### config.mk
export PLATFORM = sky130hd
export DESIGN_NAME = seg_scan_decoder
export DESIGN_NICKNAME = d
export VERILOG_FILES = /design/src/rtl/seg_pkg.sv /design/src/rtl/seg_to_bcd.sv /design/src/rtl/seg_scan_decoder.sv
export SDC_FILE = /design/constraint.sdc
export NUM_CORES = 1
export LEC_CHECK = 0
export BUFFER_PORTS_ARGS = -buffer_cell sky130_fd_sc_hd__clkbuf_2
export CORE_MARGIN = 4
export CORE_UTILIZATION = 40
export DETAILED_ROUTE_END_ITERATION = 10
export SYNTH_ARGS = -nofsm -noshare
export SYNTH_HDL_FRONTEND = slang
export SYNTH_SLANG_ARGS = --single-unit
### constraint.sdc
create_clock -name clk_i -period 2.6 [get_ports clk_i]
set_input_delay 0.52 -clock clk_i [delete_from_list [all_inputs] [get_ports clk_i]]
set_output_delay 0.52 -clock clk_i [all_outputs]
set_load 0.02 [all_outputs]
### src/rtl/seg_pkg.sv
// Shared seven-segment definitions used by both the encoder and the scan decoder.
// Segment codes are active-low, packed g..a (bit6 = g, bit0 = a).
package seg_pkg;

    typedef logic [6:0] seg_t;
    typedef logic [3:0] bcd_t;

    localparam seg_t SEG_0     = 7'b100_0000;
    localparam seg_t SEG_1     = 7'b111_1001;
    localparam seg_t SEG_2     = 7'b010_0100;
    localparam seg_t SEG_3     = 7'b011_0000;
    localparam seg_t SEG_4     = 7'b001_1001;
    localparam seg_t SEG_5     = 7'b001_0010;
    localparam seg_t SEG_6     = 7'b000_0010;
    localparam seg_t SEG_7     = 7'b101_1000;
    localparam seg_t SEG_8     = 7'b000_0000;
    localparam seg_t SEG_9     = 7'b001_0000;
    localparam seg_t SEG_BLANK = 7'b111_1111;

    // Value reported for a digit that has no legal decimal content.
    localparam bcd_t BCD_NONE  = 4'hF;

endpackage : seg_pkg

### src/rtl/seg_to_bcd.sv
// Combinational inverse of the BCD-to-segment encoder: one active-low
// segment pattern in, decimal value plus legal/blank classification out.
module seg_to_bcd
    import seg_pkg::*;
(
    input  seg_t i_seg,
    output bcd_t o_bcd,
    output logic o_legal,
    output logic o_blank
);

    // Table lookup; anything not in the table is neither legal nor blank.
    always_comb begin
        // NOTE: every output gets a default before the case so no path leaves
        // a variable unassigned, which is what would otherwise infer a latch.
        o_bcd   = BCD_NONE;
        o_legal = 1'b1;
        o_blank = 1'b0;
        unique case (i_seg)
            SEG_0:     o_bcd = 4'd0;
            SEG_1:     o_bcd = 4'd1;
            SEG_2:     o_bcd = 4'd2;
            SEG_3:     o_bcd = 4'd3;
            SEG_4:     o_bcd = 4'd4;
            SEG_5:     o_bcd = 4'd5;
            SEG_6:     o_bcd = 4'd6;
            SEG_7:     o_bcd = 4'd7;
            SEG_8:     o_bcd = 4'd8;
            SEG_9:     o_bcd = 4'd9;
            SEG_BLANK: begin
                o_legal = 1'b0;
                o_blank = 1'b1;
            end
            default: begin
                o_legal = 1'b0;
            end
        endcase
    end

endmodule : seg_to_bcd

### src/rtl/seg_scan_decoder.sv
// Scanned seven-segment bus monitor: samples the multiplexed display bus,
// waits for STABLE_CYCLES identical samples, then captures the selected
// digit's decimal value, flags illegal patterns and reports full frames.
module seg_scan_decoder
    import seg_pkg::*;
#(
    parameter int NUM_DIGITS    = 4,
    parameter int STABLE_CYCLES = 4
) (
    input  logic                    clk_i,
    input  logic                    rst_i,
    input  logic                    en_i,
    input  logic [NUM_DIGITS-1:0]   dig_sel_i,
    input  logic [6:0]              seg_i,
    output logic [4*NUM_DIGITS-1:0] bcd_o,
    output logic [NUM_DIGITS-1:0]   valid_o,
    output logic                    err_o,
    output logic                    frame_o
);

    localparam int              CNT_W    = $clog2(STABLE_CYCLES);
    localparam logic [CNT_W-1:0] CNT_LAST = CNT_W'(STABLE_CYCLES - 1);

    // Sample registers and stability window state.
    logic [NUM_DIGITS-1:0]   r_sel;
    seg_t                    r_seg;
    logic [CNT_W-1:0]        r_cnt;
    logic                    r_done;

    // Captured outputs and frame tracking.
    logic [4*NUM_DIGITS-1:0] r_bcd;
    logic [NUM_DIGITS-1:0]   r_valid;
    logic [NUM_DIGITS-1:0]   r_seen;
    logic                    r_err;
    logic                    r_frame;

    // Combinational helpers.
    logic                    w_changed;
    logic                    w_fire;
    logic                    w_sel_zero;
    logic                    w_sel_multi;
    logic [NUM_DIGITS-1:0]   w_seen_upd;
    bcd_t                    w_dec_bcd;
    logic                    w_dec_legal;
    logic                    w_dec_blank;

    // Decode the sampled pattern; it is only consumed on a capture edge.
    seg_to_bcd u_seg_to_bcd (
        .i_seg   (r_seg),
        .o_bcd   (w_dec_bcd),
        .o_legal (w_dec_legal),
        .o_blank (w_dec_blank)
    );

    // Window control and select classification.
    always_comb begin
        w_changed   = (dig_sel_i != r_sel) || (seg_i != r_seg);
        // Capture happens once per stable window, only when the bus still
        // matches what was sampled and the counter has reached the end.
        w_fire      = !w_changed && en_i && (r_cnt == CNT_LAST) && !r_done;
        w_sel_zero  = (r_sel == '0);
        // Clearing the lowest set bit leaves something only if two or more are set.
        w_sel_multi = (r_sel & (r_sel - 1'b1)) != '0;
        // With a one-hot select the select itself is the bit to mark as seen.
        w_seen_upd  = r_seen | r_sel;
    end

    // Sampler: track the bus, count stable cycles, remember the capture.
    always_ff @(posedge clk_i) begin
        // NOTE: state registers use non-blocking assignments so every flop
        // updates from the pre-edge values, independent of statement order.
        if (rst_i) begin
            r_sel  <= '0;
            r_seg  <= SEG_BLANK;
            r_cnt  <= '0;
            r_done <= 1'b0;
        end else if (w_changed) begin
            r_sel  <= dig_sel_i;
            r_seg  <= seg_i;
            r_cnt  <= '0;
            r_done <= 1'b0;
        end else if (!en_i) begin
            r_cnt  <= '0;
        end else if (r_cnt != CNT_LAST) begin
            r_cnt  <= r_cnt + 1'b1;
        end else if (!r_done) begin
            r_done <= 1'b1;
        end
    end

    // Capture: update the selected digit, raise pulses, track the frame.
    always_ff @(posedge clk_i) begin
        if (rst_i) begin
            r_bcd   <= {NUM_DIGITS{BCD_NONE}};
            r_valid <= '0;
            r_seen  <= '0;
            r_err   <= 1'b0;
            r_frame <= 1'b0;
        end else begin
            r_err   <= 1'b0;
            r_frame <= 1'b0;
            if (w_fire) begin
                if (w_sel_multi) begin
                    r_err <= 1'b1;
                end else if (!w_sel_zero) begin
                    for (int d = 0; d < NUM_DIGITS; d++) begin
                        if (r_sel[d]) begin
                            if (w_dec_legal) begin
                                r_bcd[4*d +: 4] <= w_dec_bcd;
                                r_valid[d]      <= 1'b1;
                            end else if (w_dec_blank) begin
                                r_bcd[4*d +: 4] <= BCD_NONE;
                                r_valid[d]      <= 1'b0;
                            end else begin
                                r_valid[d]      <= 1'b0;
                            end
                        end
                    end
                    if (!w_dec_legal && !w_dec_blank) begin
                        r_err <= 1'b1;
                    end
                    if (&w_seen_upd) begin
                        r_frame <= 1'b1;
                        r_seen  <= '0;
                    end else begin
                        r_seen  <= w_seen_upd;
                    end
                end
            end
        end
    end

    assign bcd_o   = r_bcd;
    assign valid_o = r_valid;
    assign err_o   = r_err;
    assign frame_o = r_frame;

endmodule : seg_scan_decoder

==> reports/summary.txt <==
cells resized by post-CTS repair = 0
effective utilization at floorplan = 0.425
worst min-delay path startpoint = seg_i[0]
buffering stage count on the worst path with inverters included = 0
Slew Limit Headroom = 0.709
Clock Path Buffers = 2
die footprint = 0.00595 mm²
Post-Synth XOR/XNOR Area = 0.0595
Min Clock Period, post-route = 2.11 ns
kind of path behind the tightest hold check = input pin to flip-flop
period utilization = 0.813
total grt overflow = 0
adder and majority cell fraction of the synthesized area = 0.00654
total power per unit cell area = 571 mW/mm²
RSZ-0062 raised after global routing = no
number of cells on the critical path = 6
Hold EP = r_seg[0]
Core Box Area = 0.00450 mm²
hold-critical path depth = 2
peak fanout along the critical path = 11
Cell Rows = 24
master cell of the clock root buffer = clkbuf_8
compound-gate portion of the synthesized area = 0.198
number of port buffers = 35
result of the run = complete, no violations
global-route wire length before repair = 7450 µm
Final Max Slew Viols = 0
leakage power summed over all cells = 0.824 nW
Finish-stage setup viols = 0
final worst hold slack = 0.438 ns
number of detailed-route iterations in the first pass = 4
DRT iter0 DRCs = 118
depth of the most critical reg-to-reg path = 6
flop and latch count out of synthesis = 40
Synth area leader = dfxtp_1
antenna violations before repair = 0
Hold Violations, Final = 0
largest family of logic cells by synthesized area = simple AND/OR/NAND/NOR gates
post-synth design cell area = 0.00191 mm²
Final Net Count = 250
Worst-Margin Slew = 0.435 ns
simple-gate share of the synthesized area = 0.218
Via Count = 1570
Final GP Congestion = 0.800
count of H-tree levels built during CTS = 2
die boundary height = 77.2 µm
cell class contributing the biggest share of worst-path delay = simple AND/OR/NAND/NOR gates
critical path launch point type = flip-flop
reg-to-reg slack, setup = 0.49 ns
fraction of synthesized area in multiplexers = 0.0262
vias per cell = 5.45
number of synthesized flops with an enable pin = 0
path type of the worst setup path = flip-flop to flip-flop
post-CTS setup buffer count = 0
VDD IR-drop max = 290 µV
global-route usage over all layers = 0.156
remaining antenna violation count = 0
final HPWL from detailed placement = 3150 µm
most common flop cell mapped by yosys = dfxtp_1
Yosys cell types = 47
layout overhead on the synthesized area = 13.5%
Total Negative Setup Slacks = 0 ns
number of hold buffers added after CTS = 0
ys async rst share = 0
width of the chip = 77.2 µm
diode insertion count for antenna repair = 0
Worst R2R Start = r_sel[3]
Slowest Stage Delay on Critical Path = 0.59 ns
total number of clock tree sinks = 40
sequential fraction of the synthesis area = 0.419
most area-consuming cells after synthesis = dfxtp_1, xnor2_1, a211oi_1, a21oi_1, nor2_1
worst path cell trace = xnor2_1, nand3_1, nor3_2, nand2b_1, or3_1, a2111oi_1
Synthesis Warnings = 0
clock tree from TritonCTS = built
Worst R2R End = err_o
post-synthesis cell count = 206
vias in the first global route = 1482
DRC viols = 0
average routed wire per standard cell = 15.2 µm
required time reported for the critical path endpoint = 2.78 ns
layout cells sized above 1 = 0.275
CTS buffer count = 5
slowest cell on the critical path = dfxtp_1
Fmax = 473 MHz
category of the worst setup path capture point = flip-flop
Post-Syn Nets = 221
top cell type's share of synthesized area = 0.419
latest clock arrival within the worst-skew pair = 0.29 ns
final wirelength = 4380 µm
clock-pin slew on the worst setup and hold paths = 0.08 ns
maximum number of pins on one net before global-route repair = 20
Worst Clk Skew = 0.00409 ns
number of violations of the max-capacitance limit = 0
total I/O pin count = 36
synthesized area per cell = 9.29 µm²
Arr. time, crit path = 2.30 ns
## per-stage QoR
step | utilization | setup WS [ns] | power, mW | instance area (µm²) | std cells
after detailed placement | 0.458 | 0.433 | 0.749 | 2060 | 280
after global routing | 0.482 | 0.202 | 1.29 | 2170 | 288
after floorplan | - | 0.722 | 0.729 | 1910 | 206
after global placement | 0.458 | 0.463 | 0.748 | 2060 | 280
final | 0.482 | 0.485 | 1.24 | 2170 | 288
after CTS | 0.482 | 0.487 | 1.25 | 2170 | 288
## state kept, by name, indices dropped and copies added, names as in the netlist
name	cells
bcd_o	16
r_cnt	2
r_seen	4
r_done	1
frame_o	1
err_o	1
r_seg	7
valid_o	4
r_sel	4
## cell usage after synthesis, drive strengths merged (2+ instances only)
library cell	n
o22ai	2
nor2b	5
clkbuf	3
nand2	8
buf	15
a21oi	17
nand3	2
and2	3
nand2b	3
and4	3
a31oi	2
a2111oi	3
xnor2	12
nor4b	2
a22oi	3
or2	7
inv	3
a211oi	15
dfxtp	40
nor2	21
nand4	6
o21a	5
and3	3
mux2i	5
nand3b	2
nor3	5
## report_power, final
group	total [mW]	internal [mW]	leakage (nW)	switching, mW
clock	0.505	0.285	0.0552	0.220
combinational	0.0900	0.0442	0.442	0.0458
sequential	0.645	0.621	0.326	0.0235
total	1.24	0.950	0.824	0.290
## metal layers
metal  vias up  track usage  wire (µm)
met4         0       0.0587         70
met3         7       0.0468        228
li1        802            -          -
met1       725        0.211       2130
met5         -            0          0
met2        36        0.233       1950
## worst max-delay path by stage
stage / to / start / slack (ns)
floorplan: err_o / r_seg[1] / 0.72
global route: err_o / r_sel[3] / 0.20
CTS: err_o / r_sel[3] / 0.49
detailed placement: err_o / dig_sel_i[0] / 0.43
finish: err_o / r_sel[3] / 0.49
global placement: err_o / dig_sel_i[2] / 0.46
## cell type report
| cell class | count | area, µm² |
|---|---|---|
| tap | 52 | 65.1 |
| clock buffer | 6 | 72.6 |
| sequential | 40 | 801 |
| clock inverter | 2 | 35.0 |
| timing repair buffer | 40 | 213 |
| multi-input combinational | 145 | 973 |
| fill | 443 | 2330 |
| inverter | 3 | 11.3 |
## cells by family (layout without fill, tap and decap cells)
| group | count (synthesis) | count (layout) |
|---|---|---|
| buf+inv | 21 | 51 |
| flops | 40 | 40 |
| compound gates | 52 | 52 |
| xor+xnor | 13 | 13 |
| fa+ha+maj | 1 | 1 |
| simple gates | 74 | 74 |
| mux | 5 | 5 |
## worst register-to-register path, delay by kind of cell, from the launching register on
| kind | cells | cell delay (ns) |
|---|---|---|
| DFF | 1 | 0.59 |
| and+or+nand+nor | 4 | 0.94 |
| AOI/OAI and AO/OA | 1 | 0.31 |
| xor gates and xnor gates | 1 | 0.17 |
## cells in the final DEF, fill, tap and decap left out, types with 2 or more instances in the layout
cell / netlist / layout
clkbuf_2: 0 / 35
nand3_1: 2 / 2
and4_2: 3 / 3
nor2_1: 21 / 21
a21oi_1: 16 / 16
xnor2_1: 12 / 12
a211oi_1: 13 / 13
nand2_1: 8 / 8
dfxtp_1: 40 / 40
nand4_1: 6 / 6
a22oi_1: 3 / 3
or2_2: 7 / 7
o22ai_1: 2 / 2
a211oi_2: 2 / 2
nand3b_1: 2 / 2
nor3_1: 4 / 4
o21a_1: 5 / 5
a31oi_1: 2 / 2
buf_4: 2 / 5
inv_1: 3 / 3
nor4b_1: 2 / 2
and3_1: 2 / 2
nor2b_1: 5 / 5
mux2i_1: 5 / 5
and2_1: 2 / 2
clkbuf_8: 0 / 5
nand2b_1: 3 / 3
Note: power is estimated with default switching activity, not from simulation.
